File: src/rtl/mips_pkg.sv
// Shared definitions for the MIPS pipeline: data width, bubble word and fetch FSM encoding.
package mips_pkg;

  localparam int XLEN = 32;
  localparam logic [XLEN-1:0] NOP_INSTR = 32'h0000_0000;

  typedef enum logic [1:0] {
    ST_BOOT  = 2'd0,
    ST_RUN   = 2'd1,
    ST_FAULT = 2'd2
  } fetch_state_e;

  // A fetch PC is unusable when it is not word aligned or lies beyond imem.
  function automatic logic pc_is_bad(input logic [XLEN-1:0] pc, input int unsigned aw);
    logic [XLEN-1:0] upper;
    upper = pc >> (aw + 2);
    return (pc[1:0] != 2'b00) || (upper != '0);
  endfunction

endpackage

File: src/rtl/if_stage.sv
// Instruction-fetch stage: owns the PC, addresses imem and fills the IF/ID register,
// honouring stall, EX redirect and sticky misaligned/out-of-range fetch faults.
//
// state    | meaning
// ST_BOOT  | first cycle after reset release; PC held, IF/ID bubble
// ST_RUN   | normal fetch with redirect > stall > fetch priority
// ST_FAULT | bad PC seen; IF/ID bubble every cycle until redirect to a good PC
module if_stage
  import mips_pkg::*;
#(
  parameter logic [XLEN-1:0] RESET_PC  = 32'h0000_0000,
  parameter int unsigned     IMEM_AW   = 7,
  parameter logic [XLEN-1:0] NOP_INSTR = mips_pkg::NOP_INSTR
) (
  input  logic               clk,
  input  logic               rst_n,
  input  logic               stall,
  input  logic               redirect,
  input  logic [XLEN-1:0]    redirect_pc,
  output logic [IMEM_AW-1:0] imem_addr,
  input  logic [XLEN-1:0]    imem_data,
  output logic [XLEN-1:0]    if_id_instr,
  output logic [XLEN-1:0]    if_id_pc4,
  output logic               if_id_valid,
  output logic [XLEN-1:0]    pc,
  output logic               fetch_fault,
  output logic [XLEN-1:0]    fetch_count
);

  fetch_state_e    state_q, state_d;
  logic [XLEN-1:0] pc_q, pc_d;
  logic [XLEN-1:0] instr_q, instr_d;
  logic [XLEN-1:0] pc4_q, pc4_d;
  logic            valid_q, valid_d;
  logic [XLEN-1:0] count_q, count_d;
  logic            pc_bad;
  logic            target_bad;
  logic            bubble;
  logic [XLEN-1:0] pc_plus4;

  assign pc_bad     = pc_is_bad(pc_q, IMEM_AW);
  assign target_bad = pc_is_bad(redirect_pc, IMEM_AW);
  assign pc_plus4   = pc_q + 32'd4;

  always_comb begin
    state_d = state_q;
    pc_d    = pc_q;
    instr_d = instr_q;
    pc4_d   = pc4_q;
    valid_d = valid_q;
    count_d = count_q;
    bubble  = 1'b0;

    unique case (state_q)
      ST_BOOT: begin
        bubble  = 1'b1;
        state_d = pc_bad ? ST_FAULT : ST_RUN;
      end
      ST_RUN: begin
        if (redirect) begin
          // A bad target is accepted here and trips the fault on the next evaluation.
          pc_d   = redirect_pc;
          bubble = 1'b1;
        end else if (stall) begin
          bubble = 1'b0;
        end else if (pc_bad) begin
          state_d = ST_FAULT;
          bubble  = 1'b1;
        end else begin
          instr_d = imem_data;
          pc4_d   = pc_plus4;
          valid_d = 1'b1;
          pc_d    = pc_plus4;
          count_d = count_q + 32'd1;
        end
      end
      ST_FAULT: begin
        bubble = 1'b1;
        if (redirect) begin
          pc_d = redirect_pc;
          if (!target_bad) state_d = ST_RUN;
        end
      end
      default: begin
        bubble  = 1'b1;
        state_d = ST_FAULT;
      end
    endcase

    if (bubble) begin
      instr_d = NOP_INSTR;
      pc4_d   = '0;
      valid_d = 1'b0;
    end
  end

  always_ff @(posedge clk or negedge rst_n) begin
    if (!rst_n) begin
      state_q <= ST_BOOT;
      pc_q    <= RESET_PC;
      instr_q <= NOP_INSTR;
      pc4_q   <= '0;
      valid_q <= 1'b0;
      count_q <= '0;
    end else begin
      state_q <= state_d;
      pc_q    <= pc_d;
      instr_q <= instr_d;
      pc4_q   <= pc4_d;
      valid_q <= valid_d;
      count_q <= count_d;
    end
  end

  assign imem_addr   = pc_q[IMEM_AW+1:2];
  assign if_id_instr = instr_q;
  assign if_id_pc4   = pc4_q;
  assign if_id_valid = valid_q;
  assign pc          = pc_q;
  assign fetch_fault = (state_q == ST_FAULT);
  assign fetch_count = count_q;

endmodule

File: config.mk
export PLATFORM = sky130hd
export DESIGN_NAME = if_stage
export DESIGN_NICKNAME = d
export VERILOG_FILES = /design/src/rtl/mips_pkg.sv /design/src/rtl/if_stage.sv
export SDC_FILE = /design/constraint.sdc
export NUM_CORES = 1
export LEC_CHECK = 0
export CORE_AREA = 2 2 115 117
export DETAILED_ROUTE_END_ITERATION = 10
export DIE_AREA = 0 0 117 119
export PLACE_DENSITY = 0.84
export SLEW_MARGIN = 20
export SYNTH_ARGS = -nofsm -noshare
export SYNTH_HDL_FRONTEND = slang
export SYNTH_SLANG_ARGS = --single-unit
File: constraint.sdc
create_clock -name clk -period 5.45 [get_ports clk]
set_input_delay 0.8175 -clock clk [delete_from_list [all_inputs] [get_ports clk]]
set_output_delay 0.8175 -clock clk [all_outputs]
set_load 0.05 [all_outputs]
Yosys cells after proc, flatten, opt, wreduce, memory -nomap -nowiden
Cells that the tools add are included.

Input bits: 68. Logic and storage cells: 65. Output and inout port bits: 137. Flip-flop bits (word level): 131.

Bitwise gates (word level): 3. Multiplexer cells: 29. Equal/unequal tests: 12. Reduce and logical (&&, ||, !) cells: 13. Add/subtract/negate cells: 2.

Operator list (count): two-way mux 32 bit (12); case mux 32 bit (2 select lines) (1); nonzero test 32 bit (2); adder 32 x 1 -> 32 bit (second input constant) (1); adder 32 x 3 -> 32 bit (second input constant) (1); two-way mux 2 bit (6); AND reduction 4 bit (3); != test 2 bit (second input constant) (5); two-way mux 1 bit (9); nonzero test 2 bit (4); != test 2 x 1 -> 1 bit (second input constant) (3); != test 3 bit (second input constant) (2); case mux 2 bit (3 select lines) (1); AND reduction 5 bit (1); NOT 1 bit (3); == test 2 x 1 -> 1 bit (second input constant) (1); == test 2 bit (second input constant) (1); logical NOT 2 bit (1); logical OR 1 bit (2).

Depth between registers and ports, before layout
Gate-level depths: netlist of the first run.

Depth in word-level cells: 8. Mapped depth: 9. Gate-level depth less buffers: 7.

Worst setup path after synthesis of the first run
Ideal clock, no wire load.

Kind: input -> register. Start: input redirect. End: register pc_q[26] (netlist: pc[26]). Arrival: 2.322 ns. Setup slack: 3.007 ns. Library setup time: 0.121 ns. Data required time: 5.329 ns. Buffers on the path: 2. Stages: 7. Path through: buf_6 -> or2_1 -> buf_2 -> or4_4 -> nor4_2 -> a31oi_1 -> o22a_1.

Word-level cells in the longest chain between the ends: 2. Elaborated cells on any way between the ends: 6. Classes of those cells: 3 x eq/ne; 2 x mux; 1 x reduce/logical.

Ends and longest elaborated chain: start: declaration (line if_stage.sv:18) `input logic redirect,`; != test 3 bit (no source line) (tied with other cells); AND reduction 4 bit (no source line) / case mux 32 bit (2 select lines) (equally long branches); end signal: assignment (line if_stage.sv:107) `pc_q <= pc_d;`; end: declaration (line if_stage.sv:31) `logic [XLEN-1:0] pc_q, pc_d;`.

Parallel ways exist; a longest one is shown, timed or not. A chain may end at the register's enable or synchronous reset.

Final worst setup path of the first run
Start: register state_q[0]. End: output fetch_fault.

Word-level cells in the longest chain between the ends: 1.

Ends and longest elaborated chain: start: declaration (line if_stage.sv:30) `fetch_state_e state_q, state_d;`; start signal: assignment (line if_stage.sv:106) `state_q <= state_d;`; == test 2 bit (line if_stage.sv:120) `assign fetch_fault = (state_q == ST_FAULT);`; end: declaration (line if_stage.sv:26) `output logic fetch_fault,`.

Every way passes these cells.

==> out/results.ini, run 1 <==
[drt]
firstDrtPassIters = 4
wire_per_inst_um = 17.4
drc = 0
vias_per_cell = 5.30
ant_nets = 0
vias = 4814
wl_um = 15800
drtIter0Drc = 254

[global_route]
overflow = 0
antenna_found_initial = 0
grt_pass1_wl_um = 25100
grt_start_max_net_pins = 73
grt_use_total_pct = 23.3
grt_pass1_vias = 4859

[timing]
worst_pin_slew_ps = 887
finClkSkew_ps = 6.69
max_freq_mhz = 343
finalCritPeriodShare_pct = 53.5
setup_tns_ps = 0
holdWs_ps = 468
slew_headroom_pct = 40.9
fin_ws_ps = 2530
finalHoldViolations = 0
maxSlewViolCount = 0
layout_min_cycle_time_ps = 2920
setup_viol = 0
rsz0062_at_grt = no

[finish]
drive_gt1_share_pct = 6.83
fin_cells = 908
fillers = 1012
antennaDiodeCount = 0
area.growth.synth_to_final_pct = 48.4
final_nets = 793

[worst_setup_path]
criticalPathCategory = reg2out
critPathLaunchType = flop
crit_fanout = 8
required_ps = 4630
cp-end-kind = primary output
arrival_ps = 2100

[die]
ios = 205
die_w_um = 117
die-area_um2 = 13900
initial_utilization_pct = 44.1
core_um2 = 12900
rows = 42
die_h_um = 119

[synthesis]
netlist_area_um2 = 5670
async_flop_share_pct = 100
synth_warnings = 0
synthTopCellsByCount = dfrtp_1 (131), nand2_1 (64), nor2_1 (35)
ys_top_cells_by_area = dfrtp_1 (58%), a22o_1 (5.3%), nand2_1 (4.2%)
synthCells = 526
avgSynthCellArea_um2 = 10.8
synth_top_area_cell = dfrtp_1
yosysUniqueCellTypes = 44
ys.flop_type = dfrtp_1
seq_area_frac_synth_pct = 57.8
synthDominantCellAreaShare_pct = 57.8
synth_nets = 599
synth_most_common_cell = dfrtp_1
ys_seq_elements = 131
synth_edf_count = 0

[pwr]
ir_drop_mv = 0.388
cellLeakagePower_nw = 3.62
p_int_mw = 2.22
p_sw_mw = 1.44
clkPwrFrac_pct = 30.0
total_power_mw = 3.67
seqPwrFrac_pct = 34.1
pwr-share-comb_pct = 36.0
power.density_nw_per_um2 = 436
p_sw_share_pct = 39.4

[clock_network]
cts_buffers = 17
clk_pin_slew_worst_paths_ps = 50
postCtsSetupBuffers = 0
cts_tree = yes
clockBufferDepth = 2
cts-root-buf = clkbuf_16
htree_levels = 4
clkSinkCount = 131
cts_resized = 0
holdBufCountCts = 0
clock_latency_ps = 410

[run_status]
outcome = finished clean

[placed_design]
dp_hpwl_um = 11300
dp_slack_ps = 2190
portBuffers = 204
dp_cells = 876
place_congestion = 0.868

[flow_run]
cap_violations = 0

[hold_path]
hp-class = reg2reg

[worst paths after layout]
check                                             from                          end  depth (start not counted)  slack [ps]
setup / recovery                state_q[0]$_DFFE_PN0P_                  fetch_fault                          3        2530
hold / removal             fetch_count[31]$_DFFE_PN0P_  fetch_count[31]$_DFFE_PN0P_                          1         470
setup reg to reg                     pc[9]$_DFFE_PN0P_            pc[5]$_DFFE_PN0P_                          6        2600
hold reg to reg            fetch_count[31]$_DFFE_PN0P_  fetch_count[31]$_DFFE_PN0P_                          1         470
max in group asynchronous                        rst_n  if_id_instr[18]$_DFFE_PN0P_                          2        3580
min in group asynchronous                        rst_n  if_id_instr[23]$_DFFE_PN0P_                          1         520
[through the flow]
stage / utilization [%] / instance area [um^2]
after floorplan: - / 5670
after detailed placement: 60.8 / 7820
after global placement: 60.6 / 7800
after global routing: 65.4 / 8420
after CTS: 65.2 / 8400
final: 65.4 / 8420
[cells by family (layout without fill, tap and decap cells)]
group | Yosys count | in the layout | synth area share [%]
fa+ha+maj | 5 | 5 | 1.10
buf+inv | 41 | 247 | 3.53
compound gates | 100 | 100 | 12.1
simple gates | 208 | 208 | 19.0
mux | 4 | 4 | 0.772
xor+xnor | 37 | 37 | 5.71
flops | 131 | 131 | 57.8
[sequential cells by signal, indices dropped and copies added (netlist names)]
register     flops
fetch_count     32
if_id_instr     32
if_id_pc4       32
if_id_valid      1
pc              32
state_q          2
[per-layer routing]
metal	vias up	global-route usage, %	routed length, um
li1	2241	-	-
met1	2384	28.6	6310
met2	162	39.8	8350
met3	27	5.19	832
met4	0	8.68	322
met5	-	0	0
[critical path, stage by stage, from the launching register on]
cell             delay, ps
dfrtp_1                380
inv_1                  110
ha_1                   330
clkdlybuf4s50_1        870
[cells in the final DEF, fill, tap and decap left out, drive strengths merged, types with 9 or more instances in the layout]
cell type,synthesis,final
xnor2,23,23
nor2,35,35
clkdlybuf4s50,0,203
a21oi,20,20
nand4,11,11
dfrtp,131,131
o21ai,21,21
nand3,29,29
and2,25,25
clkbuf,17,19
xor2,14,14
o22ai,9,9
nand2,64,64
nor4,15,15
a22o,34,34
[power groups by stage]
stage               combinational, mW  sequential, mW  clock [mW]
finish                           1.32            1.25        1.10
global route                     1.40            1.27        1.16
CTS                              1.32            1.25        1.12
detailed placement               1.31            1.26           0
global placement                 1.28            1.25           0
floorplan                       0.542            1.59           0
[final cells by class]
| class | count | area (um^2) | share of cell area, % |
|---|---|---|---|
| Sequential cell | 131 | 3280 | 39.0 |
| Multi-Input combinational cell | 354 | 2210 | 26.3 |
| Timing Repair Buffer | 209 | 2100 | 25.0 |
| Clock buffer | 19 | 443 | 5.26 |
| Tap cell | 176 | 220 | 2.62 |
| Clock inverter | 12 | 134 | 1.59 |
| Inverter | 7 | 26.3 | 0.312 |
No activity file was read; power rests on OpenSTA's default activity.
==> run 2: changes to the inputs <==
--- a/config.mk
+++ b/config.mk
@@ -5,10 +5,10 @@
 export SDC_FILE = /design/constraint.sdc
 export NUM_CORES = 1
 export LEC_CHECK = 0
-export CORE_AREA = 2 2 115 117
+export CORE_AREA = 2 2 121 123
 export DETAILED_ROUTE_END_ITERATION = 10
-export DIE_AREA = 0 0 117 119
-export PLACE_DENSITY = 0.84
+export DIE_AREA = 0 0 123 125
+export PLACE_DENSITY = 0.8
 export SLEW_MARGIN = 20
 export SYNTH_ARGS = -nofsm -noshare
 export SYNTH_HDL_FRONTEND = slang
==> constraint.sdc (replaced) <==
create_clock -name clk -period 2.66 [get_ports clk]
set_input_delay 0.399 -clock clk [delete_from_list [all_inputs] [get_ports clk]]
set_output_delay 0.399 -clock clk [all_outputs]
set_load 0.05 [all_outputs]
==> run 2 against run 1 <==
  * Cell area rose by 1.5%
  * Clock-buffer cell count fell by 1
  * Sequential share of layout area fell by 0.57 points
  * Non-clock buffer count rose by 12
  * Critical path type unchanged
  * Critical endpoint unchanged
==> out/results.ini, run 2 (synthesized netlist as in run 1, its figures left out) <==
[run_status]
outcome = finished clean  ; unchanged

[drt]
highest_layer = met4  ; unchanged
ant_nets = 0  ; unchanged
drc = 0  ; unchanged
drtIter0Drc = 233  ; was 254
vias = 4988  ; was 4814
routed-wl-met2_um = 7940  ; was 8350 um
wire_per_inst_um = 17.3  ; was 17.4 um
wl_um = 16000  ; was 15800 um
drt-met1-wl_um = 6700  ; was 6310 um
vias_per_cell = 5.38  ; was 5.30
route.met3.wl_um = 1030  ; was 832 um
firstDrtPassIters = 4  ; unchanged

[global_route]
grt_use_total_pct = 21.3  ; was 23.3%
antenna_found_initial = 0  ; unchanged
overflow = 0  ; unchanged
grt_pass1_wl_um = 25800  ; was 25100 um
grt_pass1_vias = 4969  ; was 4859
grt_start_max_net_pins = 66  ; was 73

[finish]
final_nets = 805  ; was 793
antennaDiodeCount = 0  ; unchanged
final_cell_mix = clkdlybuf4s50_1 (203), dfrtp_1 (131), nand2_1 (64)  ; unchanged
layout_commonest_cell = clkdlybuf4s50_1  ; unchanged
fillers = 1138  ; was 1012
drive_gt1_share_pct = 8.20  ; was 6.83%
area.growth.synth_to_final_pct = 50.6  ; was 48.4%

[worst_setup_path]
crit_family = buffers and inverters  ; unchanged
crit_path_max_incr_delay_ps = 880  ; was 870 ps
critPathLaunchType = flop  ; unchanged
crit_fanout = 8  ; unchanged
critPathSlowestCell = clkdlybuf4s50_1  ; unchanged
criticalPathCategory = reg2out  ; unchanged
cp-end-kind = primary output  ; unchanged
rrSetupSlack_ps = 330  ; was 2600 ps
required_ps = 2260  ; was 4630 ps
arrival_ps = 2090  ; was 2100 ps
cp_num_buf_inv = 2  ; unchanged
worstPathCellList = inv_1 -> ha_1 -> clkdlybuf4s50_1  ; unchanged

[clock_network]
cts_tree = yes  ; unchanged
postCtsSetupBuffers = 0  ; unchanged
cts_resized = 0  ; unchanged
holdBufCountCts = 1  ; was 0
clockBufferDepth = 2  ; unchanged
cts_buffers = 17  ; unchanged
clock_latency_ps = 410  ; about the same
cts-root-buf = clkbuf_16  ; unchanged
clk_pin_slew_worst_paths_ps = 50  ; about the same
htree_levels = 4  ; unchanged
clkSinkCount = 131  ; unchanged

[timing]
setup_tns_ps = 0  ; unchanged
maxSlewViolCount = 0  ; unchanged
max_freq_mhz = 402
layout_min_cycle_time_ps = 2490
finalCritPeriodShare_pct = 93.5
finClkSkew_ps = 5.44  ; was 6.69 ps
worst_pin_slew_ps = 814  ; was 887 ps
rsz0062_at_grt = no  ; unchanged
setup_viol = 0  ; unchanged
finalHoldViolations = 0  ; unchanged
slew_headroom_pct = 45.1  ; was 40.9%

[flow_run]
cap_violations = 0  ; unchanged

[pwr]
seqPwrFrac_pct = 33.3  ; was 34.1%
p_int_mw = 4.65  ; was 2.22 mW
power.density_nw_per_um2 = 895  ; was 436 nW/um^2
ir_drop_mv = 0.879  ; was 0.388 mV
cellLeakagePower_nw = 3.70  ; was 3.62 nW
clkPwrFrac_pct = 30.5  ; was 30.0%
total_power_mw = 7.64  ; was 3.67 mW
p_sw_mw = 3.00  ; was 1.44 mW
p_sw_share_pct = 39.2  ; was 39.4%
pwr-share-comb_pct = 36.1  ; was 36.0%

[die]
ios = 205  ; unchanged
initial_utilization_pct = 39.9  ; was 44.1%
die_w_um = 123  ; was 117 um
core_um2 = 14200  ; was 12900 um^2
die-area_um2 = 15400  ; was 13900 um^2
rows = 44  ; was 42
die_h_um = 125  ; was 119 um

[placed_design]
dp_hpwl_um = 11200  ; was 11300 um
portBuffers = 204  ; unchanged
place_congestion = 0.875  ; was 0.868

[hold_path]
hp-class = reg2reg  ; unchanged

run 2: cell count changes in the layout (fill, tap and decap cells not counted):
cell	before	now
inv_6	1	2
clkinv_2	2	4
bufinv_16	2	3
buf_4	4	13
clkbuf_8	1	0
buf_12	0	2
buf_6	0	1
clkinvlp_4	5	2
buf_16	1	0
dlygate4sd3_1	0	1
run 2: layout make-up:
| cell class | instances | area [um^2] | area share (%) |
|---|---|---|---|
| clock buffer | 18 | 429 | 5.03 |
| clock inverter | 13 | 160 | 1.88 |
| inverter | 7 | 26.3 | 0.308 |
| multi-input combinational | 354 | 2210 | 25.9 |
| sequential | 131 | 3280 | 38.4 |
| tap | 184 | 230 | 2.70 |
| timing repair buffer | 221 | 2210 | 25.8 |
run 2: per-layer routing:
layer | vias up | global-route usage (%)
li1 | 2260 | -
met3 | 28 | 4.79
met5 | - | 0
met4 | 0 | 9.43
met1 | 2474 | 27.5
met2 | 226 | 34.2
run 2: stage by stage:
step	setup WS (ps)	area, um^2	hold slack (ps)	std cells	util (%)
finish	173	8540	463	928	60.1
global route	62.8	8540	491	928	60.1
CTS	151	8520	473	927	60.0
detailed placement	83.2	7930	363	895	55.8
global placement	160	7930	358	895	55.8
floorplan	221	5670	103	526	-
run 2: power by group through the flow:
stage	registers (mW)	clock network (mW)	logic (mW)
after detailed placement	2.57	0	2.72
final	2.55	2.33	2.76
after CTS	2.54	2.38	2.74
after floorplan	3.25	0	1.11
after global placement	2.55	0	2.69
after global routing	2.58	2.48	2.93
run 2: worst register-to-register path, stage by stage, from the launching register on:
cell and delay, ps:
dfrtp_1 350, inv_1 80, ha_1 300, o21ai_0 690, o31ai_4 330, buf_8 260
a21oi_1 140, a21oi_1 60
run 2: path summary, 6_finish.rpt:
path,startpoint,end,cells past startpoint
setup reg to reg,state_q[0]$_DFFE_PN0P_,pc[7]$_DFFE_PN0P_,7
max in group asynchronous,rst_n,if_id_instr[9]$_DFFE_PN0P_,3
setup / recovery,state_q[0]$_DFFE_PN0P_,fetch_fault,3
hold reg to reg,fetch_count[31]$_DFFE_PN0P_,fetch_count[31]$_DFFE_PN0P_,1
min in group asynchronous,rst_n,pc[22]$_DFFE_PN0P_,2
hold / removal,fetch_count[31]$_DFFE_PN0P_,fetch_count[31]$_DFFE_PN0P_,1
